[src/rtl/kpn_fifo_reader.sv]
// kpn_fifo_reader: consumer endpoint of a KPN channel FIFO (blocking read, 3-entry skid buffer).
// Optional statistics counters are enabled with `define KPN_READER_STATS_EN.
// ============================================================================
// Module   : kpn_fifo_reader
// Revision : 1.0
// ============================================================================
`default_nettype none

module kpn_fifo_reader #(
  parameter int DATA_W = 16,
  parameter int CNT_W  = 16
) (
  input  logic              clk,
  input  logic              rst_n,
  input  logic              en,
  input  logic              fifo_empty,
  output logic              fifo_rd,
  input  logic [DATA_W-1:0] fifo_data,
  output logic [DATA_W-1:0] out_data,
  output logic              out_valid,
  input  logic              out_ready,
  output logic [CNT_W-1:0]  tokens_read,
  output logic [CNT_W-1:0]  stall_cycles
);

  logic [DATA_W-1:0] buf_q [3];
  logic [1:0]        wr_ptr_q, wr_ptr_d;
  logic [1:0]        rd_ptr_q, rd_ptr_d;
  logic [1:0]        count_q, count_d;
  logic              inflight_q;

  logic [2:0]        w_occ;
  logic              w_cap;
  logic              w_pop;
  logic              w_space;

  function automatic logic [1:0] ptr_inc(input logic [1:0] p);
    return (p == 2'd2) ? 2'd0 : p + 2'd1;
  endfunction

  // Space is reserved for the token already in flight, so out_ready never
  // reaches fifo_rd and the buffer cannot overflow.
  assign w_occ   = {1'b0, count_q} + {2'b00, inflight_q};
  assign w_space = (w_occ < 3'd3);
  assign fifo_rd = rst_n & en & ~fifo_empty & w_space;

  assign w_cap     = inflight_q;
  assign out_valid = (count_q != 2'd0);
  assign w_pop     = out_valid & out_ready;
  assign out_data  = out_valid ? buf_q[rd_ptr_q] : '0;

  always_comb begin
    wr_ptr_d = wr_ptr_q;
    rd_ptr_d = rd_ptr_q;
    count_d  = count_q;
    if (w_cap) wr_ptr_d = ptr_inc(wr_ptr_q);
    if (w_pop) rd_ptr_d = ptr_inc(rd_ptr_q);
    case ({w_cap, w_pop})
      2'b10:   count_d = count_q + 2'd1;
      2'b01:   count_d = count_q - 2'd1;
      default: count_d = count_q;
    endcase
  end

  always_ff @(posedge clk or negedge rst_n) begin
    if (!rst_n) begin
      wr_ptr_q   <= 2'd0;
      rd_ptr_q   <= 2'd0;
      count_q    <= 2'd0;
      inflight_q <= 1'b0;
    end else begin
      wr_ptr_q   <= wr_ptr_d;
      rd_ptr_q   <= rd_ptr_d;
      count_q    <= count_d;
      inflight_q <= fifo_rd;
    end
  end

  // Storage needs no reset: out_data is masked whenever the buffer is empty.
  always_ff @(posedge clk) begin
    if (w_cap) buf_q[wr_ptr_q] <= fifo_data;
  end

`ifdef KPN_READER_STATS_EN
  logic [CNT_W-1:0] tokens_q;
  logic [CNT_W-1:0] stall_q;

  always_ff @(posedge clk or negedge rst_n) begin
    if (!rst_n) begin
      tokens_q <= '0;
      stall_q  <= '0;
    end else begin
      if (w_pop) tokens_q <= tokens_q + 1'b1;
      if (en && fifo_empty && w_space) stall_q <= stall_q + 1'b1;
    end
  end

  assign tokens_read  = tokens_q;
  assign stall_cycles = stall_q;
`else
  assign tokens_read  = '0;
  assign stall_cycles = '0;
`endif

endmodule

`default_nettype wire

[config.mk]
export PLATFORM = sky130hd
export DESIGN_NAME = kpn_fifo_reader
export DESIGN_NICKNAME = d
export VERILOG_FILES = /design/src/rtl/kpn_fifo_reader.sv
export SDC_FILE = /design/constraint.sdc
export NUM_CORES = 1
export LEC_CHECK = 0
export CORE_ASPECT_RATIO = 2
export CORE_MARGIN = 2
export CORE_UTILIZATION = 37
export DETAILED_ROUTE_END_ITERATION = 8
export GPL_ROUTABILITY_DRIVEN = 0
export PLACE_DENSITY = 0.66
export SLEW_MARGIN = 20
export SYNTH_ARGS = -nofsm -noshare
export SYNTH_HDL_FRONTEND = slang
export SYNTH_SLANG_ARGS = --single-unit
[constraint.sdc]
create_clock -name clk -period 2.9 [get_ports clk]
set_input_delay 0.58 -clock clk [delete_from_list [all_inputs] [get_ports clk]]
set_output_delay 0.58 -clock clk [all_outputs]
set_load 0.03 [all_outputs]
==> summary.md, run 1 <==
| Metric | Value |
|---|---|
| Root Buffer | `clkbuf_16` |
| VDD IR max | `0.5273 mV` |
| Sequential group share of total power | `34.7%` |
| # IOs | `71` |
| Worst Path Max Fanout | `12` |
| Avg WL per Cell | `13.08 microns` |
| GR Util All Layers | `roughly 11%` |
| Setup bufs post-CTS | `0` |
| Clock group share of total power | `between 20% and 30%` |
| Max_slew headroom | `36.27%` |
| Layout cells sized above 1 | `between 15 and 20%` |
| Grt ovf | `0` |
| Htree depth | `2` |
| Area of the core | `roughly 6600 sq um` |
| Reg area | `1617 sq um` |
| Final net count | `237` |
| CP Capture Type | `output port` |
| Yosys warns | `0` |
| Power Density | `about 950 nW/um^2` |
| Cell area after synthesis | `roughly 2500 sq um` |
| Arr. time, crit path | `about 2100 ps` |
| Vias per cell | `between 4 and 5` |
| Post-route ant nets | `0` |
| Critical path type | `reg2out` |
| Vias in the first global route | `1267` |
| Initial Util | `38.13%` |
| Clk slew on worst S/H paths | `60 ps` |
| Clock Tree Buf Depth | `2` |
| P_int | `1841 uW` |
| Max Fclk | `378.5 MHz` |
| Top cell type by total area after synthesis | `edfxtp_1` |
| Die Area | `7484 sq um` |
| Count leader, synth | `edfxtp_1` |
| TritonCTS Buffers | `5` |
| Port Buf Inserts | `38` |
| Final wirelength | `between 3000 and 4000 microns` |
| Max Clock Skew | `approximately 4.0 ps` |
| Worst Setup Start Kind | `flip-flop` |
| Synth top area cells | `edfxtp_1 (58%), buf_4 (10%), dfrtp_1 (7.0%)` |
| Combinational group share of total power | `45.2%` |
| Min Tclk post-route | `roughly 2600 ps` |
| Initial antenna violation count | `0` |
| Number of synthesized register bits | `55` |
| Sw Ratio | `between 30% and 40%` |
| Req. time, crit path | `around 2300 ps` |
| Mapped Cells | `166` |
| Multi-input gate area | `approximately 720 sq um` |
| Seq/Total Area, Yosys | `between 60% and 70%` |
| Largest net degree at the start of global routing | `18` |
| Worst-skew pair later-pin latency | `about 290 ps` |
| Hold Vio Cnt, Final | `0` |
| Cell variety after synth | `24` |
| Area grow syn2layout | `21.93%` |
| Die Ht | `between 100 and 150 microns` |
| Total Neg Setup Slack | `0 ps` |
| Clock sink count | `55` |
| Status | `finished, final reports clean` |
| Synth Area per Inst | `roughly 15 sq um` |
| Unrepaired setup endpoints after global routing | `false` |
| # diodes | `0` |
| Number of synthesized flops with an enable pin | `48` |
| Period utilization | `91.10%` |
| Dpl hpwl | `2806 microns` |
| Fraction of registers with async set/reset | `between 10% and 20%` |
| Pleak | `0.001160 uW` |
| Initial DRC Count | `39` |
| Min-Delay Path Class | `reg2reg` |
| Post-synth top area share | `57.54%` |
| Worst-margin pin slew | `954.9 ps` |
| Reg2reg setup slack | `around 1200 ps` |
| DIE WIDTH | `a little over 60 microns` |
| Slew Viols, Final | `0` |
| DRC viols | `0` |
| Final setup viols | `0` |
| Pre-Repair DR Iteration Count | `4` |
| Fin Hold WS | `approximately 560 ps` |
| Max Cap Viol | `0` |
| Switching Power | `roughly 1100 uW` |
| Main synth FF type | `edfxtp_1` |
| Synth top cells by count | `edfxtp_1 (48), buf_4 (34), nor2_1 (18), mux2i_1 (16), mux2_2 (9)` |
| First-pass GRT wire length | `between 6000 and 7000 microns` |
| Fillers | `about 600` |
| TritonCTS clock tree | `built` |
| Routed vias | `roughly 1300` |
| Std-Cell Rows | `42` |
==> final timing paths <==
check,cells past startpoint,start,end
max,5,rd_ptr_q[0],out_data[5]
min,1,wr_ptr_q[1],wr_ptr_q[1]
max reg2reg,5,count_q[0],count_q[1]
min reg2reg,1,wr_ptr_q[1],wr_ptr_q[1]
max in group asynchronous,2,rst_n,rd_ptr_q[1]
min in group asynchronous,2,rst_n,count_q[1]
==> kinds of logic (layout without fill, tap and decap cells) <==
kind of cell,Yosys count,in the layout,share of synthesized area [%]
AOI/OAI and AO/OA,6,6,1.698
xor gates and xnor gates,3,3,1.049
adders and majority gates,3,3,1.499
buffers and inverters,40,57,12.09
DFF,55,55,64.54
muxes,32,32,14.64
other,1,32,0.1497
and+or+nand+nor,26,26,4.346
==> placed cells by master (no fill, tap or decap), types with 5 or more instances in the layout <==
cell             count
mux2i_1             16
conb_1              32
buf_4                8
mux2_2               9
clkbuf_16            5
edfxtp_1            48
nor2_1              17
mux2_4               7
clkdlybuf4s50_1     37
dfrtp_1              7
==> final cells by class <==
class                           instances  share of cell area [%]
Timing Repair Buffer                   46                   14.75
Inverter                                3                  0.3687
Clock inverter                          3                  0.6555
Sequential cell                        55                   52.93
Clock buffer                            5                   4.097
Multi-Input combinational cell        102                   23.60
Tap cell                               88                   3.605
==> critical path, stage by stage (launching register included) <==
cell and delay, ps:
dfrtp_1 340, buf_4 240, mux2_2 360, mux2i_1 140
nor2_1 60, clkdlybuf4s50_1 620
==> power by group through the flow <==
stage                     registers (uW)  clock network [uW]  logic [uW]
final                               1010                 581        1310
after floorplan                     1000                   0         950
after global routing                1020                 630        1410
after global placement              1010                   0        1320
after detailed placement            1020                   0        1330
after CTS                           1000                 594        1340
==> flip-flops by register name, indices dropped and copies added, names as in the netlist <==
register and cells:
buf_q 48, inflight_q 1, count_q 2, rd_ptr_q 2, wr_ptr_q 2
==> per-layer routing <==
| metal | track usage, % | part of all wire (%) | vias to the layer above |
|---|---|---|---|
| met2 | 21.54 | 57 | 45 |
| met4 | 6.250 | 2.5 | 0 |
| met3 | 3.163 | 5.0 | 6 |
| met1 | 10.61 | 35 | 611 |
| li1 | - | - | 615 |
| met5 | 0 | 0 | - |
==> through the flow <==
step / instances / util (%) / area (sq um) / power, uW / worst slack [ps]
6_report: 302 / 46.50 / 3054 / 2898 / 258.0
5_1_grt: 302 / 46.50 / 3054 / 3055 / 141.0
4_1_cts: 302 / 46.42 / 3049 / 2933 / 94.08
3_5_place_dp: 294 / 44.21 / 2904 / 2352 / 411.1
3_3_place_gp: 294 / 44.21 / 2904 / 2335 / 471.0
2_1_floorplan: 197 / - / 2623 / 1954 / 159.7
==> timing repair <==
item | CTS | global route
gates resized for setup | 0 | 1
setup endpoints to repair | 0 | 3
endpoints found under the hold margin | 0 | 0
hold buffers | 0 | 0
Power figures use the tool's default switching activity.
==> run 2, diff against run 1 <==
--- a/config.mk
+++ b/config.mk
@@ -5,12 +5,12 @@
 export SDC_FILE = /design/constraint.sdc
 export NUM_CORES = 1
 export LEC_CHECK = 0
+export ABC_AREA = 1
 export CORE_ASPECT_RATIO = 2
-export CORE_MARGIN = 2
 export CORE_UTILIZATION = 37
 export DETAILED_ROUTE_END_ITERATION = 8
 export GPL_ROUTABILITY_DRIVEN = 0
-export PLACE_DENSITY = 0.66
+export PLACE_DENSITY = 0.65
 export SLEW_MARGIN = 20
 export SYNTH_ARGS = -nofsm -noshare
 export SYNTH_HDL_FRONTEND = slang
==> run 2 against run 1 <==
Routed wire length is 10% higher. Register-to-register slack gained 20 ps. Via count up 25%. First-iteration DRC count rose by 15%. Setup slack got worse by 24 ps. Sequential power rose by 5%. Cell count increased by 20%. Sequential share of layout area is 0.17 points higher. Hold slack got worse by 21 ps. Non-clock buffer count is 4 lower. Clock power rose by 0.7%. Global-route usage rose by 2.3 points.
==> summary.md, run 2 <==
| Metric | Value |
|---|---|
| Synth top cells by count | `nand2_1 (56), edfxtp_1 (48), nand3_1 (36), buf_4 (35), inv_1 (25)` |
| Critical path type | `reg2out` |
| Die Ht | `between 100 and 150 microns` |
| Worst Setup Start Kind | `flip-flop` |
| Cell variety after synth | `21` |
| Layout cells sized above 1 | `roughly 8.1%` |
| Vias in the first global route | `approximately 1600` |
| Largest net degree at the start of global routing | `19` |
| Top cell type by total area after synthesis | `edfxtp_1` |
| Routed vias | `around 1600` |
| Arr. time, crit path | `around 2100 ps` |
| Initial antenna violation count | `0` |
| Worst-margin pin slew | `roughly 700 ps` |
| Final wirelength | `~4400 microns` |
| Clk slew on worst S/H paths | `60 ps` |
| Synth Area in Simple Gates | `~17%` |
| Post-synthesis compound-gate area fraction | `0.7859%` |
| Max Fclk | `roughly 380 MHz` |
| Main combinational cell family by area after synthesis | `simple AND/OR/NAND/NOR gates` |
| Number of synthesized flops with an enable pin | `between 40 and 50` |
| Std-Cell Rows | `42` |
| Main synth FF type | `edfxtp_1` |
| Dpl hpwl | `roughly 3000 microns` |
| XOR/XNOR Fraction of Synth Area | `less than 1%` |
| Most common cell after layout, fill and taps aside | `nand2_1` |
| Post-synth top area share | `a little under three fifths` |
| Max Cap Viol | `0` |
| Area grow syn2layout | `19.70%` |
| Power Density | `1008 nW/um^2` |
| Die Area | `~7200 sq um` |
| CP Capture Type | `output port` |
| GRT busiest layer | `met2` |
| VDD IR max | `around 0.51 mV` |
| DIE WIDTH | `60.67 microns` |
| Synthesized-area fraction occupied by adder cells | `about 1.5%` |
| Mapped Cells | `230` |
| Req. time, crit path | `2320 ps` |
| Max Clock Skew | `approximately 5.7 ps` |
| Number of synthesized register bits | `55` |
| Cell area after synthesis | `~2500 sq um` |
| Crit-path cells | `nor2_4, nand2_1, nand3_1, nand2_1, inv_1, clkdlybuf4s50_1` |
| Reg2reg setup slack | `roughly 1200 ps` |
| Setup bufs post-CTS | `0` |
| Area of the core | `between 6000 and 7000 sq um` |
| Status | `finished, final reports clean` |
| Synth Area per Inst | `11.08 sq um` |
| Initial DRC Count | `45` |
| Post-CTS Resized | `0` |
| Pre-Repair DR Iteration Count | `4` |
| Initial Util | `38.47%` |
| Fin util | `46.05%` |
| Pleak | `around 0.0013 uW` |
| # diodes | `0` |
| Fraction of registers with async set/reset | `12.73%` |
| Max FFs per register | `48` |
| Met1 GRT Util | `roughly 15%` |
| Slew Viols, Final | `0` |
| Grt met2 use | `between 20% and 30%` |
| Worst-skew pair later-pin latency | `just under 300 ps` |
| Grt ovf | `0` |
| DRC viols | `0` |
| Root Buffer | `clkbuf_16` |
| Max_slew headroom | `a little over half` |
| GR Util All Layers | `between 10% and 20%` |
| Non-filler cells, final | `361` |
| Largest Register | `buf_q` |
| Avg WL per Cell | `~12 microns` |
| Clock Tree Buf Depth | `2` |
| Min Tclk post-route | `around 2700 ps` |
| Min-Delay Path Class | `reg2reg` |
| Final net count | `roughly 300` |
| CP delay by family, top | `buffers and inverters` |
| Unrepaired setup endpoints after global routing | `false` |
| TritonCTS clock tree | `built` |
| Count leader, synth | `nand2_1` |
| Final setup viols | `0` |
| Worst Path Max Fanout | `13` |
| Htree depth | `2` |
| Hold Vio Cnt, Final | `0` |
| Total Neg Setup Slack | `0 ps` |
| Buf+Inv Stages, Crit Path | `2` |
| Port Buf Inserts | `38` |
| # IOs | `71` |
| Most frequent CP cell | `nand2_1` |
| Seq/Total Area, Yosys | `63.46%` |
| Synth top area cells | `edfxtp_1 (57%), buf_4 (10%), nand2_1 (8.3%)` |
| Hold buffers post-CTS | `0` |
| Slowest-stage cell, CP | `clkdlybuf4s50_1` |
| Placed cells | `352` |
| Commonest non-fill, non-tap cells in the layout | `nand2_1 (56), edfxtp_1 (48), clkdlybuf4s50_1 (37)` |
| Post-synthesis mux area share | `0%` |
| TritonCTS Buffers | `5` |
| First-pass GRT wire length | `between 7000 and 8000 microns` |
| Vias per cell | `between 4 and 5` |
| Slowest Stage Delay on Critical Path | `650 ps` |
| Period utilization | `approximately nine tenths` |
| Yosys warns | `0` |
| Grt met3 use | `~1.6%` |
| Post-route ant nets | `0` |
| Clock sink count | `between 50 and 60` |
run 2: per-stage QoR:
stage / power [uW] / hold WS, ps / setup slack [ps] / instance area [sq um]
floorplan: 2081 / 284.4 / 893.3 / 2664
finish: 3073 / 538.7 / 234.2 / 3049
CTS: 3081 / 545.6 / 100.6 / 3035
global placement: 2474 / 517.5 / 418.3 / 2888
detailed placement: 2497 / 532.7 / 411.3 / 2888
global route: 3278 / 566.4 / 85.03 / 3049
run 2: routing by layer:
metal,vias to the layer above,routed length [microns]
li1,770,-
met1,760,1696
met2,56,2452
met3,6,129
met4,0,76
met5,-,0
run 2: logic make-up (layout without fill, tap and decap cells):
logic type                 after synthesis  in the layout
DFF                                     55             55
AOI/OAI and AO/OA                        4              4
adders and majority gates                3              3
xor gates and xnor gates                 1              1
other                                    1             32
buffers and inverters                   67             78
and+or+nand+nor                         99            100
run 2: final cells by class:
type / instances / area (sq um)
well taps: 88 / 110.1
multi-input cells: 140 / 644.4
fillers: 638 / 3572
clock buffers: 7 / 142.6
clock inverters: 1 / 5.005
flip-flops and latches: 55 / 1619
inverters: 28 / 107.6
repair buffers: 42 / 420.4
run 2: where the power goes:
| group | internal, uW | total [uW] | switching, uW |
|---|---|---|---|
| logic | 522 | 1430 | 905 |
| clock network | 342 | 585 | 242 |
| registers | 949 | 1060 | 113 |
run 2: final timing paths:
check | start | endpoint | cells after the start
hold reg to reg | count_q[1] | count_q[1] | 2
min in group asynchronous | rst_n | count_q[0] | 2
max in group asynchronous | rst_n | rd_ptr_q[0] | 2
setup reg to reg | count_q[0] | count_q[1] | 9
hold / removal | count_q[1] | count_q[1] | 2
setup / recovery | rd_ptr_q[1] | out_data[15] | 6
run 2: worst min-delay path, delay by kind of cell, from the launching register on:
family           cells  cell delay, ps
and+or+nand+nor      2             130
DFF                  1             380
